--- src/rtl/ram_scan_ctrl.sv ---
// Dual-port scan RAM: synchronous write port, a tick-paced read-address sweep
// (up/down/hold/manual) with a lap flag, and a zero-fill clear sequencer.
//
// state   | meaning
// --------+-----------------------------------------------------------
// S_IDLE  | external writes accepted, clr_req sampled
// S_CLEAR | one zero written per cycle at clr_ptr, external writes dropped
module ram_scan_ctrl #(
  parameter int DATA_W   = 4,
  parameter int ADDR_W   = 5,
  parameter int TICK_DIV = 12500000
) (
  input  logic              CLOCK_50,
  input  logic              reset,
  input  logic [1:0]        mode,
  input  logic [ADDR_W-1:0] man_addr,
  input  logic              wr_en,
  input  logic [ADDR_W-1:0] wr_addr,
  input  logic [DATA_W-1:0] wr_data,
  input  logic              clr_req,
  output logic [ADDR_W-1:0] rd_addr,
  output logic [DATA_W-1:0] rd_data,
  output logic              lap,
  output logic              tick,
  output logic              busy
);

  localparam int                CNT_W     = $clog2(TICK_DIV);
  localparam logic [CNT_W-1:0]  CNT_LAST  = CNT_W'(TICK_DIV - 1);
  localparam logic [ADDR_W-1:0] ADDR_LAST = '1;
  localparam int                DEPTH     = 1 << ADDR_W;

  typedef enum logic {S_IDLE, S_CLEAR} state_t;

  state_t            state, next_state;
  logic [ADDR_W-1:0] clr_ptr, next_ptr;
  logic [CNT_W-1:0]  tick_cnt;
  logic              mem_we;
  logic [ADDR_W-1:0] mem_waddr;
  logic [DATA_W-1:0] mem_wdata;
  logic [DATA_W-1:0] mem [0:DEPTH-1];

  assign tick = (tick_cnt == CNT_LAST);

  always_ff @(posedge CLOCK_50 or posedge reset) begin
    if (reset) begin
      tick_cnt <= '0;
    end else if (tick) begin
      tick_cnt <= '0;
    end else begin
      tick_cnt <= tick_cnt + 1'b1;
    end
  end

  // Manual mode loads every cycle so leaving it resumes from the last man_addr.
  always_ff @(posedge CLOCK_50 or posedge reset) begin
    if (reset) begin
      rd_addr <= '0;
      lap     <= 1'b0;
    end else begin
      case (mode)
        2'b00: if (tick) begin
          rd_addr <= rd_addr + 1'b1;
          if (rd_addr == ADDR_LAST) lap <= ~lap;
        end
        2'b01: if (tick) begin
          rd_addr <= rd_addr - 1'b1;
          if (rd_addr == '0) lap <= ~lap;
        end
        2'b11: rd_addr <= man_addr;
        default: ;
      endcase
    end
  end

  always_ff @(posedge CLOCK_50 or posedge reset) begin
    if (reset) begin
      rd_data <= '0;
    end else begin
      rd_data <= mem[rd_addr];
    end
  end

  // Array is deliberately unreset; an aborted clear leaves it partly zeroed.
  always_ff @(posedge CLOCK_50) begin
    if (mem_we) mem[mem_waddr] <= mem_wdata;
  end

  always_ff @(posedge CLOCK_50 or posedge reset) begin
    if (reset) begin
      state   <= S_IDLE;
      clr_ptr <= '0;
    end else begin
      state   <= next_state;
      clr_ptr <= next_ptr;
    end
  end

  always_comb begin
    next_state = state;
    next_ptr   = clr_ptr;
    busy       = 1'b0;
    mem_we     = 1'b0;
    mem_waddr  = wr_addr;
    mem_wdata  = wr_data;
    case (state)
      S_IDLE: begin
        mem_we = wr_en;
        if (clr_req) begin
          next_state = S_CLEAR;
          next_ptr   = '0;
        end
      end
      S_CLEAR: begin
        busy      = 1'b1;
        mem_we    = 1'b1;
        mem_waddr = clr_ptr;
        mem_wdata = '0;
        next_ptr  = clr_ptr + 1'b1;
        if (clr_ptr == ADDR_LAST) next_state = S_IDLE;
      end
    endcase
  end

endmodule

--- config.mk ---
export PLATFORM = sky130hd
export DESIGN_NAME = ram_scan_ctrl
export DESIGN_NICKNAME = d
export VERILOG_FILES = /design/src/rtl/ram_scan_ctrl.sv
export SDC_FILE = /design/constraint.sdc
export NUM_CORES = 1
export LEC_CHECK = 0
export BUFFER_PORTS_ARGS = -buffer_cell sky130_fd_sc_hd__buf_2
export CAP_MARGIN = 15
export CORE_MARGIN = 3
export CORE_UTILIZATION = 35
export DETAILED_ROUTE_END_ITERATION = 8
export PLACE_DENSITY = 0.58
export SKIP_LAST_GASP = 1
export SLEW_MARGIN = 10
export SYNTH_ARGS = -nofsm -noshare
export SYNTH_HDL_FRONTEND = slang
export SYNTH_SLANG_ARGS = --single-unit
--- constraint.sdc ---
create_clock -name CLOCK_50 -period 2.4 [get_ports CLOCK_50]
set_input_delay 0.12 -clock CLOCK_50 [delete_from_list [all_inputs] [get_ports CLOCK_50]]
set_output_delay 0.12 -clock CLOCK_50 [all_outputs]
set_load 0.03 [all_outputs]
Word level (Yosys, flattened, before mapping)
Memories as Yosys holds them, arrays and structs flattened. A register that Yosys moved wholly into a read port is not among the register bits. Index checks and enable logic that the tools add are counted.

Memories kept: 1. RAM bits: 128. Flip-flop bits (word level): 36. Input port bits: 20. Bits in latches: 0. ROM bits: 0. Output and inout port bits: 12. Logic and storage cells: 48.

Bitwise logic cells: 2. Multiply operators: 0. Order comparisons: 0. Shift operators: 0. $add $sub $neg: 4. Eq/ne operators: 10. Div/mod/pow operators: 0. Multiplexer cells: 20. Reductions and logical operators: 6.

Memory list: mem (depth 32, bits a word 4, rd ports 1, clocked after memory_dff 1, write ports 1, line 41) `logic [DATA_W-1:0] mem [0:DEPTH-1];`.

Operator list (count): $add A24 B1 Y24 const B (1); $eq A24 B24 Y1 const B (1); $mux W24 (1); $mux W5 (4); $pmux W5 S3 (1); $add A5 B1 Y5 const B (2); $eq A5 B5 Y1 const B (2); $ne A2 B2 Y1 const B (5); $pmux W5 S2 (1); $mux W1 (9); $pmux W1 S2 (3); $logic_not A5 Y1 (1); $reduce_and A5 Y1 (1); $sub A5 B1 Y5 const B (1); $mux W4 (1); $reduce_and A3 Y1 (1); $reduce_bool A3 Y1 (1); $eq A2 B1 Y1 const B (1); $eq A2 B2 Y1 const B (1); $logic_not A2 Y1 (1); $not A1 Y1 (2); $reduce_bool A2 Y1 (1).

Depth between registers and ports, before layout
Gate-level depths: netlist of run 1.

Depth after elaboration: 4. Gate-level depth with buffers: 7. Mapped depth without buffers: 6.

Least setup slack after synthesis of run 1
Ideal clock, no wire load.

Path type: reg-to-reg. Start point: register state. End point: memory mem[0][0], data pin. Arrival: 1818 ps. Period minus slack after synthesis: 2177 ps. Library setup time: 359 ps. Cell stages (with the launch flop): 4. Path slack: 223 ps. Data required time: 2041 ps. Buffers on the path: 2. Cell sequence: dfrtp_1 > clkbuf_1 > clkbuf_1 > nor2b_1.

Word-level cells in the longest chain between the ends: 1.

RTL lines: start, declared (line 35) `state_t state, next_state;`; start signal, assigned (line 94) `state <= next_state;`; $mux W4 (line 106) `case (state)`; net mem_wdata[0] (line 40) `logic [DATA_W-1:0] mem_wdata;`; end, declared (line 41).

The timed path passes the listed nets, and every way through them passes these cells.

Worst setup path in the final report of run 1
Start point: register tick_cnt[14]. End point: output port tick.

Word-level cells in the longest chain between the ends: 1.

RTL lines: start, declared (line 37) `logic [CNT_W-1:0] tick_cnt;`; start signal, assigned (line 51) `tick_cnt <= tick_cnt + 1'b1;`; $eq A24 B24 Y1 (line 43) `assign tick = (tick_cnt == CNT_LAST);`; end, declared (line 24) `output logic tick,`.

Every way passes these cells.

==> run metrics, run 1 <==
PwrDens=952 mW/mm^2; IO Count=32; critical path peak fanout=6; WP data arrival=2.13 ns; antenna violations before repair=0; initial DRC count=309; DP Area=0.00774 sq mm; period utilisation layout=93.8%; CTS Buf Count=17; Hold Path Class=input port to flop; sequential cell area fraction in the yosys report=67.5%; gr ovfl total=0; share of flip-flops with an asynchronous set or reset=23.8%; Post-Syn Nets=499; clock insertion delay at the later pin of the skew report=0.43 ns; status=finished clean; critical path endpoint=tick; Max Clock Freq=0.444 GHz; Worst-Margin Slew=0.884 ns; CP Launch Point=tick_cnt[14]; drt wl/cell=19.7 microns; clk buf depth=2; CP required=2.28 ns; r2r setup slk=0.17 ns; Slew Limit Fails=0; first-pass GRT wire length=25.3 mm; dpl hpwl=10.3 mm; Hold Path Depth=3; Max Cap Violations=0; IO buf count=31; final hold vios=0; syn avg cell area=15.2 sq um; Core Area=0.0198 sq mm; Worst R2R Path Depth=5; Final ANT Viol Nets=0; die width=149 microns; Clk pin slew, worst setup/hold paths=0.07 ns; # clock sinks=168; GP Congestion=0.794; kind of critical path=flop to output port; Final Skew=0.00793 ns; min Tclk post-route=2.25 ns; Layout Nets=553; die height=149 microns; fillers=1812; YS warnings=0; launching point of the worst reg2reg path=state; endpoints failing setup=0; Rows=51; Slew headroom=40.7%; vias per cell=5.29; Synth Instances=472; Main synth FF type=edfxtp_1; H-tree depth=4; Distinct cells, synth=48; vias in the first global route=4440; mapped cell area=0.00717 sq mm; TritonCTS clock tree=yes; largest net degree at the start of global routing=39; # diodes=0; Post-synth EDFFs=128; initial core utilization=36.3%; drt total wl=15.8 mm; final core occ=42.4%; # DRC=0; RSZ-0062 raised after global routing=yes; Final Cell Area=0.00838 sq mm; DR pass1 iterations=4; layout cell share with drive strength beyond 1=24.7%; Peak supply drop=495 uV; Area Overhead vs Synth=16.9%; Leakage=2.98 nW; GRT Overall Usage=15.1%; detailed-route via count=4250; die area=0.0223 sq mm; R2R Path End=mem[5][0]; CTS root buf=clkbuf_16; startpoint types=flop; critical path endpoint category=output port; FF+latch count, synth=168
[layer usage]
layer	part of all wire, %	up-vias	routed length [microns]	GRT usage [%]
li1	-	1959	-	-
met3	6.7	8	1060	3.74
met1	43	2161	6780	20.5
met4	0.81	0	129	3.94
met5	0	-	0	0
met2	50	122	7870	24.4
[layout make-up]
class	count	area, sq um	area share (%)
Tap cell	265	332	3.95
Timing Repair Buffer	53	343	4.09
Sequential cell	168	4850	57.8
Inverter	10	37.5	0.448
Multi-Input combinational cell	276	2260	26.9
Clock inverter	15	143	1.70
Clock buffer	17	425	5.07
[cell families after synthesis]
family | count (synthesis) | synth area share (%)
DFF | 168 | 67.5
xor gates and xnor gates | 18 | 2.20
buffers and inverters | 28 | 1.60
adders and majority gates | 7 | 1.33
muxes | 36 | 10.6
and+or+nand+nor | 156 | 11.2
AOI/OAI and AO/OA | 59 | 5.53
[cell usage in the layout (no fill, tap or decap), types with 7 or more instances in the layout]
master,synthesis,routed
clkbuf_16,0,17
o21ai_0,9,9
inv_1,10,9
nand2_1,27,27
nor2_1,47,47
xor2_1,9,9
nand3_1,17,17
or3_1,7,7
o22ai_1,16,16
xnor2_1,9,9
dfrtp_1,40,39
mux4_2,32,32
nor3_1,8,8
buf_2,8,31
edfxtp_1,128,128
a21oi_1,11,10
buf_4,0,17
[per-stage QoR]
step	power, mW	setup slack, ns	setup TNS, ns	instances	hold WS, ns
2_1_floorplan	4.75	0.223	0	472	0.206
3_3_place_gp	5.33	0.172	0	766	0.219
3_5_place_dp	5.38	0.0704	0	766	0.227
4_1_cts	8.02	0.0439	0	802	0.0370
5_1_grt	8.32	-0.0221	-0.111	804	0.0556
6_report	7.98	0.148	0	804	0.0540
[timing repair]
item                                    4_1_cts  5_1_grt
pin swaps                                     0        1
resized for setup                             1        3
buffers inserted                              0        2
endpoints found under the hold margin        28        0
endpoints found under the setup margin        4       57
gates cloned                                  0        0
hold buffers                                  4        0
[state kept, by name, summed over array words and instances (netlist names)]
register  count
clr_ptr       5
lap           1
mem         128
rd_addr       5
rd_data       4
state         1
tick_cnt     24
[Yosys cell counts, types with 5 or more instances]
cell      count  area, sq um
o31ai_1       5         37.5
nand3_1      17         85.1
nand2_1      27          101
clkbuf_1      8         30.0
xor2_1        9         78.8
mux4_2       32          721
buf_2         8         40.0
and3_1        5         31.3
or4_1         6         45.0
nor2b_1       6         37.5
or3_1         7         43.8
nor3_1        8         40.0
edfxtp_1    128         3840
dfrtp_1      40         1000
inv_1        10         37.5
nor2_1       47          176
o21ai_0       9         45.0
a21oi_1      11         55.1
xnor2_1       9         78.8
o22ai_1      16          100
nor4_1        6         37.5
ha_1          6         75.1
[power by group]
group / switching [mW] / internal, mW / total [mW]
sequential: 0.211 / 3.56 / 3.77
clock: 1.19 / 1.45 / 2.65
combinational: 0.975 / 0.587 / 1.56
[critical path: stages (launching register included)]
cell     delay (ns)
dfrtp_1        0.44
nor4b_1        0.42
nand3_1        0.22
nor4_1         0.37
buf_2          0.26
[how the worst min path moves through the flow]
stage                           start    endpoint  slack [ns]
final                     man_addr[3]  rd_addr[3]        0.05
after global placement          reset  clr_ptr[1]        0.22
after CTS                 man_addr[1]  rd_addr[1]        0.04
after global routing      man_addr[1]  rd_addr[1]        0.06
after detailed placement        reset  clr_ptr[1]        0.23
after floorplan               clr_req  clr_ptr[3]        0.21
Note: power is estimated with default switching activity, not from simulation.
==> run 2, diff against run 1 <==
CORE_UTILIZATION = 48   (was 35)
PLACE_DENSITY = 0.73   (was 0.58)
==> run 2 against run 1 <==
Net effect: combinational power fell by 4%; fmax barely moved; sequential share of layout area rose by 1.4 points; die area fell by 26%; total power fell by 3.3%; critical path depth fell by 1; flip-flop and latch count did not move; cell area fell by 2.3%; highest routed layer unchanged.
==> run metrics, run 2 (same netlist as run 1, synthesis figures left out) <==
Hold Path Class=input port to flop; endpoints failing setup=0 (unchanged); DP Worst Slack=0.0901 ns (+0.0197 ns); IO buf count=31 (unchanged); gr ovfl total=0 (unchanged); Final ANT Viol Nets=0 (unchanged); kind of critical path=flop to flop; fillers=1104 (-39%); Max Clock Freq=0.444 GHz (about the same); startpoint types=flop; Core Area=0.0146 sq mm (-26%); crit-path cells=nor3_1 -> a31oi_1 -> nor2_1; Top reg by flops=mem; GRT Overall Usage=18.6% (+3.6 points); IO Count=32 (unchanged); H-tree depth=4 (unchanged); initial DRC count=394 (+28%); antenna violations before repair=0 (unchanged); DR pass1 iterations=5 (+1); period utilisation layout=93.8% (about the same); layout cell share with drive strength beyond 1=23.6% (-1.0 points); Peak supply drop=608 uV (+23%); Slew Limit Fails=0 (unchanged); Largest register FFs=128 (unchanged); CP required=2.50 ns (+0.22 ns); Clk pin slew, worst setup/hold paths=0.07 ns (about the same); Final Skew=0.0117 ns (+0.00372 ns); # DRC=0 (unchanged); clk buf depth=2 (unchanged); min Tclk post-route=2.25 ns (-0.000747 ns); DP Area=0.00760 sq mm (-1.7%); largest net degree at the start of global routing=41 (+5.1%); detailed-route via count=4286 (+0.85%); # clock sinks=168 (unchanged); setup ws final=0.149 ns (+0.000747 ns); final hold vios=0 (unchanged); # Post-CTS Setup Buffers=0 (unchanged); setup TNS=0 ns (unchanged); CTS Buf Count=17 (unchanged); Max Cap Violations=0 (unchanged); die area=0.0164 sq mm (-26%); die height=128 microns (-14%); Leakage=2.93 nW (-2.0%); critical path peak fanout=17 (+11); Slew headroom=25.7% (-15 points); Layout Nets=547 (-1.1%); Area Overhead vs Synth=14.2%; drt total wl=14.6 mm (-8.1%); dpl hpwl=9.46 mm (-8.4%); slowest CP cell=a31oi_1; TritonCTS clock tree=yes; die width=128 microns (-14%); hold slack=0.0341 ns (-0.0199 ns); initial core utilization=49.2% (+13 points); Worst-Margin Slew=1.11 ns (+0.226 ns); Largest stage delay, worst path=0.83 ns (+0.39 ns); Rows=44 (-14%); CTS root buf=clkbuf_16; first-pass GRT wire length=23.3 mm (-8.1%); vias in the first global route=4344 (-2.2%); most common cell after layout, fill and taps aside=edfxtp_1; biggest regs=mem x128, tick_cnt x24; status=finished clean; # diodes=0 (unchanged); critical path endpoint category=flop; commonest non-fill, non-tap cells in the layout=edfxtp_1 (128), nor2_1 (47), dfrtp_1 (39), mux4_2 (32), buf_2 (31); vias per cell=5.98 (+13%); WP data arrival=2.35 ns (+0.22 ns); clock insertion delay at the later pin of the skew report=0.42 ns (about the same); RSZ-0062 raised after global routing=no; drt wl/cell=20.3 microns (+3.0%); PwrDens=942 mW/mm^2 (-1.0%); GP Congestion=0.790 (-0.58%); Final Cell Area=0.00819 sq mm (-2.3%)
-- run 2: per-layer routing --
| metal | vias to the layer above | track usage [%] | share of wire [%] | wire length [microns] |
|---|---|---|---|---|
| li1 | 1945 | - | - | - |
| met1 | 2155 | 25.4 | 42 | 6160 |
| met2 | 173 | 29.6 | 50 | 7250 |
| met3 | 13 | 4.29 | 6.6 | 957 |
| met4 | 0 | 6.68 | 1.3 | 187 |
| met5 | - | 0 | 0 | 0 |
-- run 2: worst paths after layout --
path	from	endpoint	slack, ns	cells past startpoint
worst max-delay path	state	mem[6][3]	0.15	3
worst min-delay path	man_addr[0]	rd_addr[0]	0.03	2
worst max register to register	state	mem[6][3]	0.15	3
worst min register to register	lap	lap	0.47	1
max in group asynchronous	reset	rd_addr[0]	1.62	4
min in group asynchronous	reset	clr_ptr[2]	0.37	4
-- run 2: what timing repair did --
item,CTS,global route
hold buffers,3,0
resized for setup,0,3
hold endpoints to repair,46,0
endpoints found under the setup margin,0,33
-- run 2: critical path: cells and delay by family, from the launching register on --
kind | cells | cell delay, ns
compound gates | 1 | 0.83
flops | 1 | 0.66
simple gates | 2 | 0.43
-- run 2: report_power, final --
part	switching, mW	total [mW]	internal, mW
combinational	0.956	1.49	0.536
clock	1.11	2.48	1.37
sequential	0.185	3.74	3.56
total	2.25	7.71	5.46
-- run 2: layout make-up --
class                   instances  area [sq um]  share of cell area (%)
clock inverters                11          90.1                    1.10
well taps                     184           230                    2.81
inverters                      10          37.5                   0.458
clock buffers                  21           450                    5.50
repair buffers                 47           295                    3.60
multi-input cells             276          2240                    27.4
flip-flops and latches        168          4850                    59.2
-- run 2: stage by stage --
step / instances / power [mW] / utilization, %
after floorplan: 472 / 4.75 / -
after global placement: 682 / 5.21 / 52.1
after detailed placement: 682 / 5.29 / 52.1
after CTS: 717 / 7.76 / 56.0
after global routing: 717 / 8.06 / 56.1
final: 717 / 7.71 / 56.1
==> run 3, diff against run 2 <==
REMOVE_ABC_BUFFERS = 1   (was not set)
==> run 3 against run 2 <==
Net effect: first-iteration DRC count grew 6.6%; non-clock buffer count shrank 1; sequential share of layout area shrank 0.51 points; final cell count shrank 0.14%; total power grew 1.6%; combinational power is essentially flat; global-route usage grew 0.32 points; critical path depth is the same; sequential power is essentially flat; cell area grew 0.87%; clock skew shrank 0.0035 ns; largest cell class unchanged; largest power group unchanged; highest routed layer unchanged.
==> run metrics, run 3 (same netlist as run 1, synthesis figures left out) <==
first-pass GRT wire length=23.3 mm (about the same); critical path peak fanout=22 (+5); status=finished clean; final hold vios=0 (unchanged); setup ws final=0.138 ns (-0.0106 ns); die width=128 microns (unchanged); GRT Overall Usage=18.9% (+0.32 points); CP delay by family, top=compound AO/OA/AOI/OAI gates; most common cell after layout, fill and taps aside=edfxtp_1; kind of critical path=flop to flop; Max Clock Freq=0.442 GHz (-0.47%); final core occ=56.6% (+0.49 points); Largest stage delay, worst path=0.78 ns (-0.05 ns); biggest regs=mem x128, tick_cnt x24; initial core utilization=49.2% (unchanged); IO buf count=31 (unchanged); die height=128 microns (unchanged); DR pass1 iterations=5 (unchanged); Max Cap Violations=0 (unchanged); slowest CP cell=a31oi_1; drt wl/cell=20.7 microns (+2.1%); PwrDens=949 mW/mm^2 (+0.77%); Hold Path Class=input port to flop; CTS Buf Count=17 (unchanged); Top reg by flops=mem; Peak supply drop=639 uV (+5.1%); CTS root buf=clkbuf_16; H-tree depth=4 (unchanged); drt total wl=14.8 mm (+1.9%); Slew Limit Fails=0 (unchanged); Worst-Margin Slew=1.03 ns (-0.0755 ns); Rows=44 (unchanged); endpoints failing setup=0 (unchanged); Final Skew=0.00820 ns (-0.00346 ns); antenna violations before repair=0 (unchanged); initial DRC count=420 (+6.6%); total power=7.84 mW (+1.6%); hold slack=0.0475 ns (+0.0135 ns); commonest non-fill, non-tap cells in the layout=edfxtp_1 (128), nor2_1 (47), dfrtp_1 (39), mux4_2 (32), buf_2 (31); Clk pin slew, worst setup/hold paths=0.06 ns (about the same); WP data arrival=2.37 ns (+0.02 ns); CP required=2.51 ns (about the same); min Tclk post-route=2.26 ns (+0.0106 ns); DP Worst Slack=0.136 ns (+0.0462 ns); crit-path cells=nor3b_1 -> a31oi_1 -> nor2_1; Slew headroom=30.7% (+5.1 points); # DRC=0 (unchanged); IO Count=32 (unchanged); Leakage=2.95 nW (+0.66%); Core Area=0.0146 sq mm (unchanged); period utilisation layout=94.2% (+0.44 points); clk buf depth=2 (unchanged); # clock sinks=168 (unchanged); clock insertion delay at the later pin of the skew report=0.43 ns (about the same); detailed-route via count=4256 (-0.70%); critical path endpoint category=flop; Area Overhead vs Synth=15.2%; Layout Nets=546 (-0.18%); vias per cell=5.94 (-0.56%); RSZ-0062 raised after global routing=no; layout cell share with drive strength beyond 1=22.9% (-0.71 points); dpl hpwl=10.0 mm (+6.1%); WP buf/inv=0 (unchanged); die area=0.0164 sq mm (unchanged); GP Congestion=0.843 (+6.7%); # diodes=0 (unchanged); largest net degree at the start of global routing=39 (-4.9%); Largest register FFs=128 (unchanged); Final ANT Viol Nets=0 (unchanged); startpoint types=flop; gr ovfl total=0 (unchanged); vias in the first global route=4340 (-0.092%); TritonCTS clock tree=yes; # Post-CTS Setup Buffers=0 (unchanged)
==> run 3: final timing paths <==
| kind | start | to | slack (ns) | cells past startpoint |
|---|---|---|---|---|
| max | state | mem[11][2] | 0.14 | 3 |
| min | man_addr[1] | rd_addr[1] | 0.05 | 3 |
| max reg2reg | state | mem[11][2] | 0.14 | 3 |
| min reg2reg | lap | lap | 0.47 | 1 |
| max in group asynchronous | reset | rd_addr[0] | 1.40 | 4 |
| min in group asynchronous | reset | clr_ptr[2] | 0.34 | 3 |
==> run 3: per-layer routing <==
| layer | track usage [%] | wire length (microns) | share of wire [%] |
|---|---|---|---|
| met4 | 8.68 | 474 | 3.2 |
| met2 | 30.9 | 7350 | 50 |
| met5 | 0 | 0 | 0 |
| met3 | 4.54 | 880 | 5.9 |
| met1 | 24.1 | 6130 | 41 |
==> run 3: cell type report <==
| cell class | count | area, sq um |
|---|---|---|
| Multi-Input combinational cell | 276 | 2240 |
| Clock buffer | 23 | 458 |
| Tap cell | 184 | 230 |
| Timing Repair Buffer | 46 | 345 |
| Inverter | 10 | 37.5 |
| Fill cell | 1096 | 6330 |
| Clock inverter | 9 | 103 |
| Sequential cell | 168 | 4850 |
==> run 3: report_power, final <==
group / switching, mW / leakage [nW] / internal, mW / total [mW]
sequential: 0.196 / 1.69 / 3.56 / 3.76
clock: 1.05 / 0.269 / 1.55 / 2.60
combinational: 0.942 / 0.982 / 0.541 / 1.48
total: 2.19 / 2.95 / 5.65 / 7.84
==> run 3: timing repair <==
action,4_1_cts,5_1_grt
hold buffers,4,0
gates resized for setup,0,3
endpoints found under the hold margin,33,0
setup endpoints to repair,0,35
==> run 3: tightest hold or removal path: cells and delay by family <==
family                 cells  cell delay, ns
AO/OA/AOI/OAI              1            0.15
buffers and inverters      1            0.07
AND/OR/NAND/NOR            1            0.09
==> run 3: stage by stage <==
stage	instances	area, sq um	TNS [ns]
after floorplan	454	7100	-2.36
final	716	8260	0
after global placement	676	7560	0
after CTS	716	8240	0
after detailed placement	680	7640	0
after global routing	716	8260	0
